===== src/rtl/matmul_pkg.sv =====
// Shared types and constants for the matmul accelerator and its APB arbiter.
package matmul_pkg;

  typedef enum logic [1:0] {
    ARB_IDLE,
    ARB_SETUP,
    ARB_ACCESS
  } arb_state_e;

  localparam int unsigned MATMUL_CTRL_ADDR = 0;
  localparam int unsigned MATMUL_START_BIT = 0;
  localparam int          ARB_NREQ         = 2;
  // Cycles a start lock survives when busy never rises.
  localparam int unsigned ARB_LOCK_HOLD    = 2;

endpackage


===== src/rtl/matmul_rr_picker.sv =====
// Combinational round-robin picker: first requester at or after ptr_i, wrapping at NREQ.
module matmul_rr_picker
  import matmul_pkg::*;
#(
  parameter  int NREQ = ARB_NREQ,
  localparam int IW   = (NREQ > 1) ? $clog2(NREQ) : 1
) (
  input  logic [NREQ-1:0] req_i,
  input  logic [IW-1:0]   ptr_i,
  output logic [IW-1:0]   grant_o,
  output logic            valid_o
);

  logic [IW:0] sum;

  // Walk offsets from far to near so the nearest requester wins last.
  always_comb begin
    grant_o = '0;
    valid_o = 1'b0;
    sum     = '0;
    for (int o = NREQ - 1; o >= 0; o--) begin
      sum = {1'b0, ptr_i} + (IW + 1)'(o);
      if (sum >= (IW + 1)'(NREQ)) sum = sum - (IW + 1)'(NREQ);
      if (req_i[sum[IW-1:0]]) begin
        grant_o = sum[IW-1:0];
        valid_o = 1'b1;
      end
    end
  end

endmodule


===== src/rtl/matmul_apb_arbiter.sv =====
// Round-robin sharing of the matmul APB slave port between NREQ masters, with a start-write
// lock that keeps the starting master exclusive until the accelerator finishes.
module matmul_apb_arbiter
  import matmul_pkg::*;
#(
  parameter  int          NREQ       = ARB_NREQ,
  parameter  int          BUS_WIDTH  = 32,
  parameter  int          ADDR_WIDTH = 16,
  parameter  int unsigned CTRL_ADDR  = MATMUL_CTRL_ADDR,
  parameter  int unsigned START_BIT  = MATMUL_START_BIT,
  localparam int          GW         = (NREQ > 1) ? $clog2(NREQ) : 1,
  localparam int          SW         = BUS_WIDTH / 8
) (
  input  logic                       clk_i,
  input  logic                       rst_n_i,
  input  logic [NREQ-1:0]            req_psel_i,
  input  logic [NREQ-1:0]            req_penable_i,
  input  logic [NREQ-1:0]            req_pwrite_i,
  input  logic [NREQ*SW-1:0]         req_pstrb_i,
  input  logic [NREQ*BUS_WIDTH-1:0]  req_pwdata_i,
  input  logic [NREQ*ADDR_WIDTH-1:0] req_paddr_i,
  output logic [NREQ-1:0]            req_pready_o,
  output logic [NREQ-1:0]            req_pslverr_o,
  output logic [BUS_WIDTH-1:0]       req_prdata_o,
  output logic                       psel_o,
  output logic                       penable_o,
  output logic                       pwrite_o,
  output logic [SW-1:0]              pstrb_o,
  output logic [BUS_WIDTH-1:0]       pwdata_o,
  output logic [ADDR_WIDTH-1:0]      paddr_o,
  input  logic                       pready_i,
  input  logic                       pslverr_i,
  input  logic [BUS_WIDTH-1:0]       prdata_i,
  input  logic                       busy_i,
  output logic [GW-1:0]              grant_o,
  output logic                       lock_o
);

  arb_state_e            state_q, state_d;
  logic [GW-1:0]         owner_q, owner_d, ptr_q, ptr_d;
  logic                  psel_q, psel_d, penable_q, penable_d, pwrite_q, pwrite_d;
  logic [ADDR_WIDTH-1:0] paddr_q, paddr_d;
  logic [BUS_WIDTH-1:0]  pwdata_q, pwdata_d;
  logic [SW-1:0]         pstrb_q, pstrb_d;
  logic                  lock_q, lock_d, busy_seen_q, busy_seen_d, abort_q, abort_d;
  logic [1:0]            lock_cnt_q, lock_cnt_d;

  logic [GW-1:0]   pick_idx;
  logic            pick_vld;
  logic [NREQ-1:0] owner_oh, elig;
  logic            owner_psel, lock_clr, start_hit;
  logic [GW:0]     nxt;
  logic            unused_penable;

  // The slave handshake is driven from our own registers; requester penable carries no extra info.
  assign unused_penable = ^req_penable_i;

  always_comb begin
    owner_oh = '0;
    for (int k = 0; k < NREQ; k++) owner_oh[k] = (owner_q == GW'(k));
  end

  assign owner_psel = |(req_psel_i & owner_oh);
  // Clear on busy falling in IDLE, or on timeout when busy was never observed.
  assign lock_clr   = lock_q & ~busy_i &
                      (busy_seen_q ? (state_q == ARB_IDLE) : (lock_cnt_q == 2'd0));
  assign elig       = (lock_q & ~lock_clr) ? (req_psel_i & owner_oh) : req_psel_i;
  assign start_hit  = pwrite_q & (paddr_q == ADDR_WIDTH'(CTRL_ADDR)) & pwdata_q[START_BIT] &
                      pstrb_q[START_BIT/8] & ~pslverr_i;

  matmul_rr_picker #(.NREQ(NREQ)) u_picker (
    .req_i   (elig),
    .ptr_i   (ptr_q),
    .grant_o (pick_idx),
    .valid_o (pick_vld)
  );

  always_comb begin
    state_d     = state_q;
    owner_d     = owner_q;
    ptr_d       = ptr_q;
    psel_d      = psel_q;
    penable_d   = penable_q;
    pwrite_d    = pwrite_q;
    paddr_d     = paddr_q;
    pwdata_d    = pwdata_q;
    pstrb_d     = pstrb_q;
    lock_d      = lock_q;
    busy_seen_d = busy_seen_q;
    lock_cnt_d  = lock_cnt_q;
    abort_d     = abort_q;
    nxt         = {1'b0, owner_q} + (GW + 1)'(1);
    if (nxt >= (GW + 1)'(NREQ)) nxt = '0;

    if (lock_clr) begin
      lock_d      = 1'b0;
      busy_seen_d = 1'b0;
    end else if (lock_q) begin
      if (busy_i) busy_seen_d = 1'b1;
      else if (!busy_seen_q && lock_cnt_q != 2'd0) lock_cnt_d = lock_cnt_q - 2'd1;
    end

    case (state_q)
      ARB_IDLE: begin
        if (pick_vld) begin
          state_d   = ARB_SETUP;
          owner_d   = pick_idx;
          psel_d    = 1'b1;
          penable_d = 1'b0;
          abort_d   = 1'b0;
          for (int k = 0; k < NREQ; k++) begin
            if (pick_idx == GW'(k)) begin
              pwrite_d = req_pwrite_i[k];
              paddr_d  = req_paddr_i[k*ADDR_WIDTH +: ADDR_WIDTH];
              pwdata_d = req_pwdata_i[k*BUS_WIDTH +: BUS_WIDTH];
              pstrb_d  = req_pstrb_i[k*SW +: SW];
            end
          end
        end
      end
      ARB_SETUP: begin
        penable_d = 1'b1;
        state_d   = ARB_ACCESS;
        if (!owner_psel) abort_d = 1'b1;
      end
      ARB_ACCESS: begin
        if (!owner_psel) abort_d = 1'b1;
        if (pready_i) begin
          state_d   = ARB_IDLE;
          psel_d    = 1'b0;
          penable_d = 1'b0;
          if (start_hit) begin
            lock_d      = 1'b1;
            busy_seen_d = 1'b0;
            lock_cnt_d  = 2'(ARB_LOCK_HOLD);
            ptr_d       = owner_q;
          end else if (lock_q && !lock_clr) begin
            ptr_d = owner_q;
          end else begin
            ptr_d = nxt[GW-1:0];
          end
        end
      end
      default: state_d = ARB_IDLE;
    endcase
  end

  always_ff @(posedge clk_i or negedge rst_n_i) begin
    if (!rst_n_i) begin
      state_q     <= ARB_IDLE;
      owner_q     <= '0;
      ptr_q       <= '0;
      psel_q      <= 1'b0;
      penable_q   <= 1'b0;
      pwrite_q    <= 1'b0;
      paddr_q     <= '0;
      pwdata_q    <= '0;
      pstrb_q     <= '0;
      lock_q      <= 1'b0;
      busy_seen_q <= 1'b0;
      lock_cnt_q  <= 2'd0;
      abort_q     <= 1'b0;
    end else begin
      state_q     <= state_d;
      owner_q     <= owner_d;
      ptr_q       <= ptr_d;
      psel_q      <= psel_d;
      penable_q   <= penable_d;
      pwrite_q    <= pwrite_d;
      paddr_q     <= paddr_d;
      pwdata_q    <= pwdata_d;
      pstrb_q     <= pstrb_d;
      lock_q      <= lock_d;
      busy_seen_q <= busy_seen_d;
      lock_cnt_q  <= lock_cnt_d;
      abort_q     <= abort_d;
    end
  end

  // A requester that dropped psel mid-transfer gets no response.
  always_comb begin
    req_pready_o  = '0;
    req_pslverr_o = '0;
    if (state_q == ARB_ACCESS && !abort_q && pready_i) begin
      req_pready_o  = owner_oh & req_psel_i;
      req_pslverr_o = owner_oh & req_psel_i & {NREQ{pslverr_i}};
    end
  end

  assign req_prdata_o = prdata_i;
  assign psel_o       = psel_q;
  assign penable_o    = penable_q;
  assign pwrite_o     = pwrite_q;
  assign paddr_o      = paddr_q;
  assign pwdata_o     = pwdata_q;
  assign pstrb_o      = pstrb_q;
  assign grant_o      = owner_q;
  assign lock_o       = lock_q;

endmodule


===== config.mk =====
export PLATFORM = sky130hd
export DESIGN_NAME = matmul_apb_arbiter
export DESIGN_NICKNAME = d
export VERILOG_FILES = /design/src/rtl/matmul_pkg.sv /design/src/rtl/matmul_rr_picker.sv /design/src/rtl/matmul_apb_arbiter.sv
export SDC_FILE = /design/constraint.sdc
export NUM_CORES = 1
export LEC_CHECK = 0
export CORE_MARGIN = 2
export CORE_UTILIZATION = 38
export DETAILED_ROUTE_END_ITERATION = 12
export PLACE_DENSITY = 0.86
export SLEW_MARGIN = 20
export SYNTH_ARGS = -nofsm -noshare
export SYNTH_HDL_FRONTEND = slang
export SYNTH_SLANG_ARGS = --single-unit

===== constraint.sdc =====
create_clock -name clk_i -period 5.7 [get_ports clk_i]
set_input_delay 0.855 -clock clk_i [delete_from_list [all_inputs] [get_ports clk_i]]
set_output_delay 0.855 -clock clk_i [all_outputs]
set_load 0.05 [all_outputs]

==> metrics <==
status finished clean; crit path max fanout 8; RePlAce Congestion ~0.8; CTS max path bufs 2; DR pass1 iterations 5; sequential share of power 27.5%; Peak VDD IR ~0.37 mV; DRC Markers 0; post-cts sizing count 0; CP endpoint kind output port; clock skew 9.78 ps; largest cells by area after synthesis dfrtp_1, nand2_1, a31oi_1; Post-synth EDFFs 0; fin area 5140 um2; pwr dens just under 600 nW/um2; Tot GR Track Use 21.0%; 1st-iter DRT viols 108; share of the synthesized area in the top cell type between 40% and 50%; via count roughly 3300; fillers 770; Sw Pwr roughly 1500 uW; Slew headroom 27.1%; Crit path buffers/inverters 2; post-synthesis sequential area ratio a little under half; ant diodes 0; Switching Share 49.7%; synthesized area 3470 um2; Crit path max-delay family buffers and inverters; Num CTS Buffers 9; # hold bufs at CTS 0; Synth area leader dfrtp_1; initial antenna violation count 0; Critical Path Most Common Cell clkdlybuf4s50_1; grt total ovfl 0; final setup vio count 0; Post-Syn Nets 558; Synth Register Bits between 60 and 70; Reg2Reg Depth 8; multi-input logic area 1430 um2; Initial Utilization 39.5%; top_reg_cell synth dfrtp_1; Port Buffer Count between 150 and 200; Tot Pwr 2990 uW; Avg Inst Size Synth 8.56 um2; pin count of the biggest net entering global routing 108; fin. max-slew vios 0; CTS tree done; hold endpoint ptr_q; post-synthesis cell type count 35; Register Area 1600 um2; row count 34; share of layout cells above drive strength 1 5.19%; vias in the first global route between 3000 and 4000; slowest cell on the critical path clkdlybuf4s50_1; reg2reg end paddr_o[12]; Required @ worst endpoint 4850 ps; Post-DP HPWL 7480 um; max cap viols 0; Worst-path clk slew 70 ps; area of placed instances 4940 um2; worst slew pin tran between 1000 and 1500 ps; Synth Warn # 0; Area Growth Syn to Fin 48.4%; Min Hold Slack between 400 and 500 ps; asr flop ratio synth 100%; Total Nets Final roughly 690; commonest non-fill, non-tap cells in the layout clkdlybuf4s50_1, nand2_1, dfrtp_1; worst skew pair latency 330 ps; Top Ports 240; Core ar. 8760 um2; Die ar. just under 10000 um2; hold path cells 2; Final Hold Vio Count 0; fin crit share 61.3%; Via density slightly above 5; shortest period the worst path allows 3500 ps; setup TNS 0 ps; post-synthesis cell count 405; Die X between 90 and 100 um; P_int about 1500 uW; CTS H-tree lvls 3; worst min path class register to register; startpoint types input pin; post-CTS setup buffers 0; Final ANT Viol Nets 0; drt total wl around 10000 um; most common cell after layout, fill and taps aside clkdlybuf4s50_1; RSZ-0062 raised after global routing false; flop2flop setup slack 2950 ps; worst path arrival time around 2600 ps; maximum clock frequency 286 MHz; Clock Sinks 64; cell breakdown of the critical path clkdlybuf4s50_1 > nand2_1 > nor3_1 > clkdlybuf4s50_1; Worst Setup Path Type input pin to output port; Combinational Power Share 59.4%; Clock Power Share 13.2%; first-pass GRT wire length approximately 16000 um; Crit path largest cell delay ~820 ps; RR Startpoint state_q[0]; HP Start ptr_q; drt wl/cell 16.1 um; leakage power 0.00212 uW; Die Span Y about 100 um; clock root buffer clkbuf_8
## metal layers
| metal | global-route usage (%) | share of wire [%] |
|---|---|---|
| met5 | 0 | 0 |
| met4 | 12.8 | 3.6 |
| met3 | 5.20 | 5.9 |
| met2 | 35.2 | 51 |
| met1 | 24.3 | 40 |
## tightest hold or removal path: stages, from the launching register on
cell	delay, ps
dfrtp_1	340
nand2_1	50
o21ai_0	60
## cells in the mapped netlist, drive strengths merged, types with 3 or more instances
master / n
ha: 6
mux2: 3
clkbuf: 4
a31oi: 53
dfrtp: 64
mux2i: 3
nand2: 115
buf: 52
nor3: 4
o211ai: 3
inv: 10
o21ai: 6
nor2: 58
## worst max path at each step
stage / endpoint / startpoint / slack (ps) / cells past startpoint
after global placement: req_pready_o[0] / pready_i / 2240 / 4
after detailed placement: req_pready_o[1] / req_psel_i[1] / 2220 / 4
after floorplan: req_pready_o[1] / req_psel_i[1] / 2680 / 3
final: req_pready_o[1] / req_psel_i[1] / 2200 / 4
after global routing: req_pready_o[1] / req_psel_i[1] / 2060 / 4
after CTS: req_pready_o[1] / req_psel_i[1] / 2220 / 4
## cells by family (layout without fill, tap and decap cells)
group | count (synthesis) | in the layout | share of synthesized area (%)
AND/OR/NAND/NOR | 187 | 187 | 21.4
AO/OA/AOI/OAI | 74 | 74 | 14.8
buffers and inverters | 66 | 201 | 13.0
flip-flops | 64 | 64 | 46.2
adder cells (fa/ha/maj) | 6 | 6 | 2.17
multiplexers | 6 | 6 | 1.95
XOR/XNOR | 2 | 2 | 0.506
## cell type report
type / count / share of cell area, %
Clock buffer: 13 / 3.09
Clock inverter: 3 / 0.778
Inverter: 10 / 0.730
Multi-Input combinational cell: 275 / 27.8
Sequential cell: 64 / 31.1
Tap cell: 108 / 2.63
Timing Repair Buffer: 175 / 33.9
## registers in the layout (all words and copies together), names as in the netlist
signal / cells
ptr_q: 1
pstrb_o: 4
penable_o: 1
abort_q: 1
lock_o: 1
psel_o: 1
grant_o: 1
pwdata_o: 32
busy_seen_q: 1
state_q: 2
paddr_o: 16
lock_cnt_q: 2
pwrite_o: 1
## stage by stage
stage               setup slack [ps]  util (%)  std cells
floorplan                       2680         -        405
global placement                2240      56.4        632
detailed placement              2220      56.4        632
CTS                             2220      58.6        648
global route                    2060      58.7        648
finish                          2200      58.7        648
## power by group through the flow
stage	Sequential, uW	Clock (uW)	Combinational, uW
2_1_floorplan	1490	0	572
3_3_place_gp	814	0	1740
3_5_place_dp	826	0	1780
4_1_cts	821	408	1780
5_1_grt	849	428	1880
6_report	821	394	1770
No activity file was read; power rests on OpenSTA's default activity.
